[config.mk]
export PLATFORM = sky130hd
export DESIGN_NAME = vscale_rr_arbiter
export DESIGN_NICKNAME = d
export VERILOG_FILES = /design/src/rtl/vscale_rr_arbiter.sv
export SDC_FILE = /design/constraint.sdc
export NUM_CORES = 1
export LEC_CHECK = 0
export BUFFER_PORTS_ARGS = -buffer_cell sky130_fd_sc_hd__buf_2
export CORE_AREA = 3 3 221 223
export DETAILED_ROUTE_END_ITERATION = 7
export DIE_AREA = 0 0 224 226
export GPL_TIMING_DRIVEN = 0
export HOLD_SLACK_MARGIN = 0.1
export PLACE_DENSITY_LB_ADDON = 0.08
export SYNTH_ARGS = -nofsm -noshare
export SYNTH_HDL_FRONTEND = slang
export SYNTH_SLANG_ARGS = --single-unit
[constraint.sdc]
create_clock -name clk -period 2.3 [get_ports clk]
set_input_delay 0.345 -clock clk [delete_from_list [all_inputs] [get_ports clk]]
set_output_delay 0.345 -clock clk [all_outputs]
set_load 0.02 [all_outputs]
[src/rtl/vscale_rr_arbiter.sv]
// Shared data-memory arbiter for NUM_CORES HASTI masters with a round-robin grant,
// hmastlock support and separate address-phase/data-phase ownership.
module vscale_rr_arbiter #(
    parameter int NUM_CORES = 4,
    parameter int IDX_W     = 2,
    parameter int ADDR_W    = 32,
    parameter int BUS_W     = 32,
    parameter int EXT_SEL   = 0
) (
    input  logic                          clk,
    input  logic                          reset,
    input  logic [NUM_CORES*ADDR_W-1:0]   core_haddr,
    input  logic [NUM_CORES-1:0]          core_hwrite,
    input  logic [NUM_CORES*3-1:0]        core_hsize,
    input  logic [NUM_CORES*3-1:0]        core_hburst,
    input  logic [NUM_CORES-1:0]          core_hmastlock,
    input  logic [NUM_CORES*4-1:0]        core_hprot,
    input  logic [NUM_CORES*2-1:0]        core_htrans,
    input  logic [NUM_CORES*BUS_W-1:0]    core_hwdata,
    output logic [NUM_CORES*BUS_W-1:0]    core_hrdata,
    output logic [NUM_CORES-1:0]          core_hready,
    output logic [NUM_CORES-1:0]          core_hresp,
    output logic [ADDR_W-1:0]             dmem_haddr,
    output logic                          dmem_hwrite,
    output logic [2:0]                    dmem_hsize,
    output logic [2:0]                    dmem_hburst,
    output logic                          dmem_hmastlock,
    output logic [3:0]                    dmem_hprot,
    output logic [1:0]                    dmem_htrans,
    output logic [BUS_W-1:0]              dmem_hwdata,
    input  logic [BUS_W-1:0]              dmem_hrdata,
    input  logic                          dmem_hready,
    input  logic                          dmem_hresp,
    input  logic [IDX_W-1:0]              next_core,
    output logic [IDX_W-1:0]              cur_core,
    output logic [IDX_W-1:0]              data_core,
    output logic                          data_valid
);

    logic [IDX_W-1:0]     cur_q, cur_d;
    logic [IDX_W-1:0]     data_q;
    logic                 valid_q;
    logic [NUM_CORES-1:0] req;
    logic                 cur_req;
    logic                 cur_lock;
    logic [IDX_W-1:0]     rr_grant;
    logic                 rr_found;

    always_comb begin
        for (int i = 0; i < NUM_CORES; i++) begin
            req[i] = core_htrans[2*i+1];
        end
    end

    // Address-phase mux follows cur_q, write-data mux follows data_q.
    always_comb begin
        cur_req        = 1'b0;
        cur_lock       = 1'b0;
        dmem_haddr     = '0;
        dmem_hwrite    = 1'b0;
        dmem_hsize     = '0;
        dmem_hburst    = '0;
        dmem_hmastlock = 1'b0;
        dmem_hprot     = '0;
        dmem_htrans    = '0;
        dmem_hwdata    = '0;
        for (int i = 0; i < NUM_CORES; i++) begin
            if (cur_q == IDX_W'(i)) begin
                cur_req        = req[i];
                cur_lock       = core_hmastlock[i];
                dmem_haddr     = core_haddr[i*ADDR_W +: ADDR_W];
                dmem_hwrite    = core_hwrite[i];
                dmem_hsize     = core_hsize[i*3 +: 3];
                dmem_hburst    = core_hburst[i*3 +: 3];
                dmem_hmastlock = core_hmastlock[i];
                dmem_hprot     = core_hprot[i*4 +: 4];
                dmem_htrans    = core_htrans[i*2 +: 2];
            end
            if (data_q == IDX_W'(i)) begin
                dmem_hwdata = core_hwdata[i*BUS_W +: BUS_W];
            end
        end
    end

    // Scan cur+1, cur+2, ... with cur itself last.
    always_comb begin
        rr_grant = cur_q;
        rr_found = 1'b0;
        for (int k = 1; k <= NUM_CORES; k++) begin
            for (int i = 0; i < NUM_CORES; i++) begin
                if (!rr_found && req[i] && ((int'(cur_q) + k) % NUM_CORES) == i) begin
                    rr_grant = IDX_W'(i);
                    rr_found = 1'b1;
                end
            end
        end
    end

    always_comb begin
        cur_d = cur_q;
        if (cur_lock && cur_req) begin
            cur_d = cur_q;
        end else if (EXT_SEL != 0) begin
            if (int'(next_core) < NUM_CORES) begin
                cur_d = next_core;
            end
        end else if (rr_found) begin
            cur_d = rr_grant;
        end
    end

    always_ff @(posedge clk or posedge reset) begin
        if (reset) begin
            cur_q   <= '0;
            data_q  <= '0;
            valid_q <= 1'b0;
        end else if (dmem_hready) begin
            cur_q   <= cur_d;
            data_q  <= cur_q;
            valid_q <= cur_req;
        end
    end

    always_comb begin
        for (int i = 0; i < NUM_CORES; i++) begin
            core_hready[i] = dmem_hready &
                             ((cur_q == IDX_W'(i)) | (valid_q & (data_q == IDX_W'(i))));
            core_hresp[i]  = dmem_hresp & valid_q & (data_q == IDX_W'(i));
        end
    end

    assign core_hrdata = {NUM_CORES{dmem_hrdata}};
    assign cur_core    = cur_q;
    assign data_core   = data_q;
    assign data_valid  = valid_q;

endmodule
==> impl_metrics.yaml, run 1 <==
status:
  status: "finished, final reports clean"
worst_setup_path:
  cp_data_required_time_ps: 1960
  crit_chain: "buf_6 -> clkbuf_4 -> mux4_2 -> buf_2"
  slowest_stage: "mux4_2"
  arrival_ps: 1810
  critPathCaptureType: "output port"
  cp_top_family: "buffers and inverters"
  critPathBufInv: 3
  crit_fanout: 10
  worst-setup-path-type: "flop to output port"
  startpoint_type: "flop"
  cp_slowest_stage_delay_ps: 530
sta:
  rsz0062_at_grt: "false"
  fin_crit_sh_pct: 93.56
  fin_skew_ps: 4.419
  timing.final.hold_violations: 0
  max_freq_ghz: 0.4647
  worst_slew_pin_slew_ps: 698.4
  slew_headroom_pct: 53.44
  worst_slack_ps: 148.0
  setup_viol_count_final: 0
  finalCriticalPeriod_ps: 2152
  whs_ps: 421.3
  maxSlewViolCount: 0
clock_network:
  cts_setup_buffers: 0
  cts.sinks: 5
  cts-root-buf: "clkbuf_16"
  cts_tree: "done"
  cts_buffers: 3
  cts.clk_slew.worst_paths_ps: 40
  clk_latency_ps: 230
  htreeDepth: 1
  cts_max_path_buffers: 2
job:
  maxCapViolCount: 0
route:
  num_vias: 4283
  routedWlPerCell_um: 15.48
  viasPerCell: 3.027
  dr.pass1.iters: 5
  ant_nets: 0
  drt-total-wl_um: 21910
  drc: 0
  drt_iter0_markers: 38
global_route:
  grt_pass1_vias: 4716
  grtUsageTotal_pct: 7.788
  met1_usage_pct: 7.915
  grtUsageMet3_pct: 2.093
  antenna_found_initial: 0
  grt_pass1_wl_um: 29800
  grt.overflow.total: 0
  grt-busiest-layer: "met2"
  grt_max_degree: 12
  met2_usage_pct: 16.12
power:
  peakVddDrop_uv: 301.8
  p_per_area_mw_per_mm2: 810.6
  p_leak_uw: 0.003520
synthesis:
  ys_ff_latch: 5
  synth_xor_area_share_pct: 0
  synth.avg_cell_area_um2: 11.71
  synth-simple-area-share_pct: 2.018
  synth_mux_area_share_pct: 55.92
  netlist_instances: 270
  synthAdderAreaFrac_pct: 0
  synth_top_family_by_area: "multiplexers"
  synth_compound_area_share_pct: 3.720
  ys_types: 24
  syn_area_mm2: 0.003162
  yosysWarnings: 0
  yosysSeqAreaShare_pct: 3.957
  synth_nets: 620
placement:
  io_buffers: 534
  globalplace.congestion: 0.7122
  place_ws_ps: -335.8
  dp_cells: 1411
  dpl_cell_area_mm2: 0.006594
  hpwl_um: 20510
die:
  die_y_um: 226
  start_util_pct: 6.763
  core_area_mm2: 0.04675
  die-area_mm2: 0.05062
  die_w_um: 224
  core.rowCount: 79
  ios: 569
layout:
  drive_gt1_share_pct: 94.31
  fillers: 5409
  syn_to_final_growth_pct: 112.8
  fin_area_mm2: 0.006728
  layout.nets: 1159
  antenna_cells: 0
  final_cell_count_no_fill: 1415
min_path:
  hp-class: "input pin to flop"
worst paths after layout:
kind	cells past startpoint	from	slack, ps	to
worst max-delay path	4	cur_core[0]	150	dmem_haddr[28]
worst min-delay path	2	dmem_hready	420	data_valid
worst max register to register	4	cur_core[0]	410	cur_core[0]
worst min register to register	2	data_valid	730	data_valid
max in group asynchronous	3	reset	1450	cur_core[1]
min in group asynchronous	3	reset	620	cur_core[0]
Yosys cell counts:
master | count | area share, %
o32a_1 | 3 | 0.95
buf_4 | 129 | 31
buf_6 | 1 | 0.36
and2_1 | 1 | 0.20
buf_1 | 3 | 0.36
dfrtp_1 | 5 | 4.0
mux2_2 | 1 | 0.36
a32oi_1 | 1 | 0.28
nand3_1 | 2 | 0.32
nor3_1 | 2 | 0.32
o221ai_1 | 1 | 0.28
mux4_2 | 78 | 56
o21a_1 | 1 | 0.24
buf_2 | 8 | 1.3
o32ai_1 | 1 | 0.28
a21oi_1 | 1 | 0.16
inv_1 | 7 | 0.83
a21o_1 | 1 | 0.24
nor2_1 | 6 | 0.71
nand2_1 | 4 | 0.47
o22ai_1 | 3 | 0.59
clkbuf_1 | 8 | 0.95
o21ai_0 | 2 | 0.32
a31oi_2 | 1 | 0.40
cell families (layout without fill, tap and decap cells):
logic type	count (synthesis)	after routing
buf+inv	156	694
mux	79	79
compound gates	15	15
simple gates	15	15
flops	5	5
stage by stage:
step                      setup TNS [ps]  util, %  total power (µW)
final                                  0    14.39              5453
after global routing                   0    14.39              5859
after CTS                              0    14.35              5607
after detailed placement           -8507    14.10              5257
after global placement             -7069    14.10              5326
after floorplan                        0        -              3476
worst reg2reg max path, delay by kind of cell, from the launching register on:
family | cells | cell delay [ps]
flip-flops | 1 | 370
buffers and inverters | 1 | 180
AO/OA/AOI/OAI | 2 | 590
multiplexers | 1 | 620
layout make-up:
cell class / count / area [µm²] / share of cell area (%)
Buffer: 148 / 1105 / 16.42
Sequential cell: 5 / 126.4 / 1.878
Timing Repair Buffer: 535 / 2683 / 39.87
Multi-Input combinational cell: 109 / 1949 / 28.98
Clock buffer: 4 / 78.83 / 1.172
Inverter: 7 / 26.28 / 0.3906
Tap cell: 607 / 759.5 / 11.29
registers in the layout (all words and copies together) (netlist names):
signal	flops
cur_core	2
data_core	2
data_valid	1
cells in the final DEF, fill, tap and decap left out:
cell and instances:
mux2_2 1, a32oi_1 1, inv_1 7, nand2_1 4, nor3_1 2, dfrtp_2 1
a21oi_1 1, dlygate4sd3_1 1, buf_6 4, o21a_1 1, buf_1 2, clkbuf_2 4
buf_4 132, nor2_1 6, buf_2 534, o22ai_1 3, dfrtp_1 4, and2_1 1
nand3_1 2, clkdlybuf4s15_2 1, o32a_1 3, a31oi_2 1, o221ai_1 1, clkbuf_4 3
o21ai_0 2, clkbuf_1 3, mux4_2 78, clkbuf_16 3, o32ai_1 1, a21o_1 1
timing repair:
action | CTS | global route
hold buffers | 1 | 0
setup endpoints to repair | 75 | 28
endpoints found under the hold margin | 5 | 0
gates resized for setup | 15 | 5
power by group:
| part | switching (µW) | internal [µW] | total [µW] |
|---|---|---|---|
| clock | 64.5 | 231 | 295 |
| combinational | 2740 | 2210 | 4950 |
| sequential | 76.9 | 128 | 205 |
metal layers:
layer | vias to the layer above | part of all wire, %
li1 | 2009 | -
met1 | 1989 | 33
met2 | 283 | 57
met3 | 2 | 9.5
met4 | 0 | 0.40
met5 | - | 0
(Power assumes the default switching activity.)
==> inputs of run 2 (changes only) <==
- PLACE_DENSITY: default -> 0.3
- PLACE_DENSITY_LB_ADDON: 0.08 -> default
==> run 2 against run 1 <==
  * Critical path depth down 1
  * Global-route usage about the same
  * Clock skew about the same
  * Critical endpoint is now dmem_hwdata[6]
  * Register-to-register slack better by 60 ps
  * Largest cell class unchanged
  * Largest power group unchanged
==> impl_metrics.yaml, run 2 (synthesis gave the netlist of run 1 again) <==
layout:
  fillers: 5386
  syn_to_final_growth_pct: 112.5
  layout.nets: 1159
  drive_gt1_share_pct: 94.31
  final_common_cell: "buf_2"
  mostFrequentLayoutCells: "buf_2, buf_4, mux4_2"
power:
  seqPwrFrac_pct: 3.7
  power_switching_share_pct: 53.33
  clkPwrFrac_pct: 5.2
  p_leak_uw: 0.003518
  peakVddDrop_uv: 488.7
  internal_power_uw: 2563
  p_per_area_mw_per_mm2: 817.2
  combPwrFrac_pct: 91.1
  switching_power_uw: 2929
sta:
  maxSlewViolCount: 0
  whs_ps: 414.7
  max_freq_ghz: 0.4466
  slew_headroom_pct: 48.28
  timing.final.hold_violations: 0
  finalCriticalPeriod_ps: 2239
  setup_viol_count_final: 0
  worst_slack_ps: 60.77
  fin_crit_sh_pct: 97.36
  fin_skew_ps: 4.835
  worst_slew_pin_slew_ps: 775.8
  rsz0062_at_grt: "false"
route:
  dr.pass1.iters: 4
  drt_iter0_markers: 70
  drc: 0
  ant_nets: 0
  num_vias: 4468
  drt-total-wl_um: 22130
  routedWlPerCell_um: 15.63
  viasPerCell: 3.155
die:
  die_y_um: 226
  core.rowCount: 79
  die-area_mm2: 0.05062
  die_w_um: 224
  ios: 569
  core_area_mm2: 0.04675
  start_util_pct: 6.763
clock_network:
  cts_tree: "done"
  cts_max_path_buffers: 2
  cts.sinks: 5
  cts_buffers: 3
  cts.clk_slew.worst_paths_ps: 30
  htreeDepth: 1
  cts-root-buf: "clkbuf_16"
  clk_latency_ps: 230
worst_setup_path:
  critPathCaptureType: "output port"
  r2r_setup_slack_ps: 470
  r2r_end: "cur_core[1]"
  r2r-start: "cur_core[0]"
  arrival_ps: 1890
  startpoint_type: "flop"
  worst-setup-path-type: "flop to output port"
  cp_data_required_time_ps: 1960
  worst_r2r_path_depth: 4
  crit_fanout: 10
global_route:
  grtUsageTotal_pct: 7.805
  antenna_found_initial: 7
  grt.overflow.total: 0
  grt_pass1_wl_um: 29510
  grt_max_degree: 12
  grt_pass1_vias: 4734
placement:
  hpwl_um: 20620
  globalplace.congestion: 0.7641
  place_ws_ps: -430.6
  io_buffers: 534
min_path:
  hp-class: "input pin to flop"
  hold_path_depth: 2
  hold_end: "data_valid"
  hold_path_startpoint: "dmem_hready"
status:
  status: "finished, final reports clean"
job:
  maxCapViolCount: 0
run 2: cell count changes in the layout (fill, tap and decap cells not counted), sizes merged:
cell and delta:
diode +1, clkbuf -2, buf +3, clkdlybuf4s15 -1
run 2: layout make-up:
class                      count  area, µm²  share of cell area (%)
timing repair buffer         535       2683                   39.92
multi-input combinational    109       1949                   29.01
buffer                       148       1095                   16.29
tap                          607      759.5                   11.30
sequential                     5      126.4                   1.880
clock buffer                   4      78.83                   1.173
inverter                       7      26.28                  0.3910
antenna                        1      2.502                 0.03724
run 2: worst max-delay path by stage:
stage	startpoint	endpoint	slack, ps	depth (start not counted)
final	data_core[1]	dmem_hwdata[6]	60	3
after global placement	cur_core[1]	core_hready[3]	-410	5
after floorplan	data_core[0]	dmem_hwdata[10]	300	3
after detailed placement	cur_core[1]	core_hready[3]	-430	5
after CTS	cur_core[0]	dmem_haddr[22]	8	4
after global routing	data_core[1]	dmem_hwdata[6]	0.1	3
run 2: what timing repair did:
item / CTS / global route
resized for setup: 18 / 4
setup buffers: 0 / 0
endpoints found under the hold margin: 5 / 0
endpoints found under the setup margin: 74 / 14
hold buffers: 1 / 0
pin swaps: 0 / 0
run 2: per-stage QoR:
step | instance area, µm² | util (%) | instances | setup TNS (ps) | total power [µW]
floorplan | 3162 | - | 270 | 0 | 3476
global placement | 6594 | 14.10 | 1411 | -9943 | 5305
detailed placement | 6594 | 14.10 | 1411 | -9865 | 5277
CTS | 6708 | 14.35 | 1415 | 0 | 5619
global route | 6720 | 14.37 | 1416 | 0 | 5862
finish | 6720 | 14.37 | 1416 | 0 | 5492
run 2: per-layer routing:
layer | wire [µm] | vias to the layer above | global-route usage (%)
met5 | 66 | - | 0
met4 | 356 | 10 | 1.217
met3 | 2025 | 24 | 2.132
met2 | 12570 | 305 | 16.49
met1 | 7112 | 2125 | 7.515
li1 | - | 2004 | -
run 2: worst max-delay path: stages (launching register included):
cell and delay (ps):
dfrtp_1 400, buf_1 610, mux4_2 460, buf_2 190
run 2: power groups by stage:
| stage | Combinational, µW | Sequential [µW] | Clock [µW] |
|---|---|---|---|
| 2_1_floorplan | 3270 | 205 | 0 |
| 3_3_place_gp | 5140 | 166 | 0 |
| 3_5_place_dp | 5110 | 167 | 0 |
| 4_1_cts | 5110 | 215 | 292 |
| 5_1_grt | 5330 | 221 | 308 |
| 6_report | 5000 | 202 | 288 |
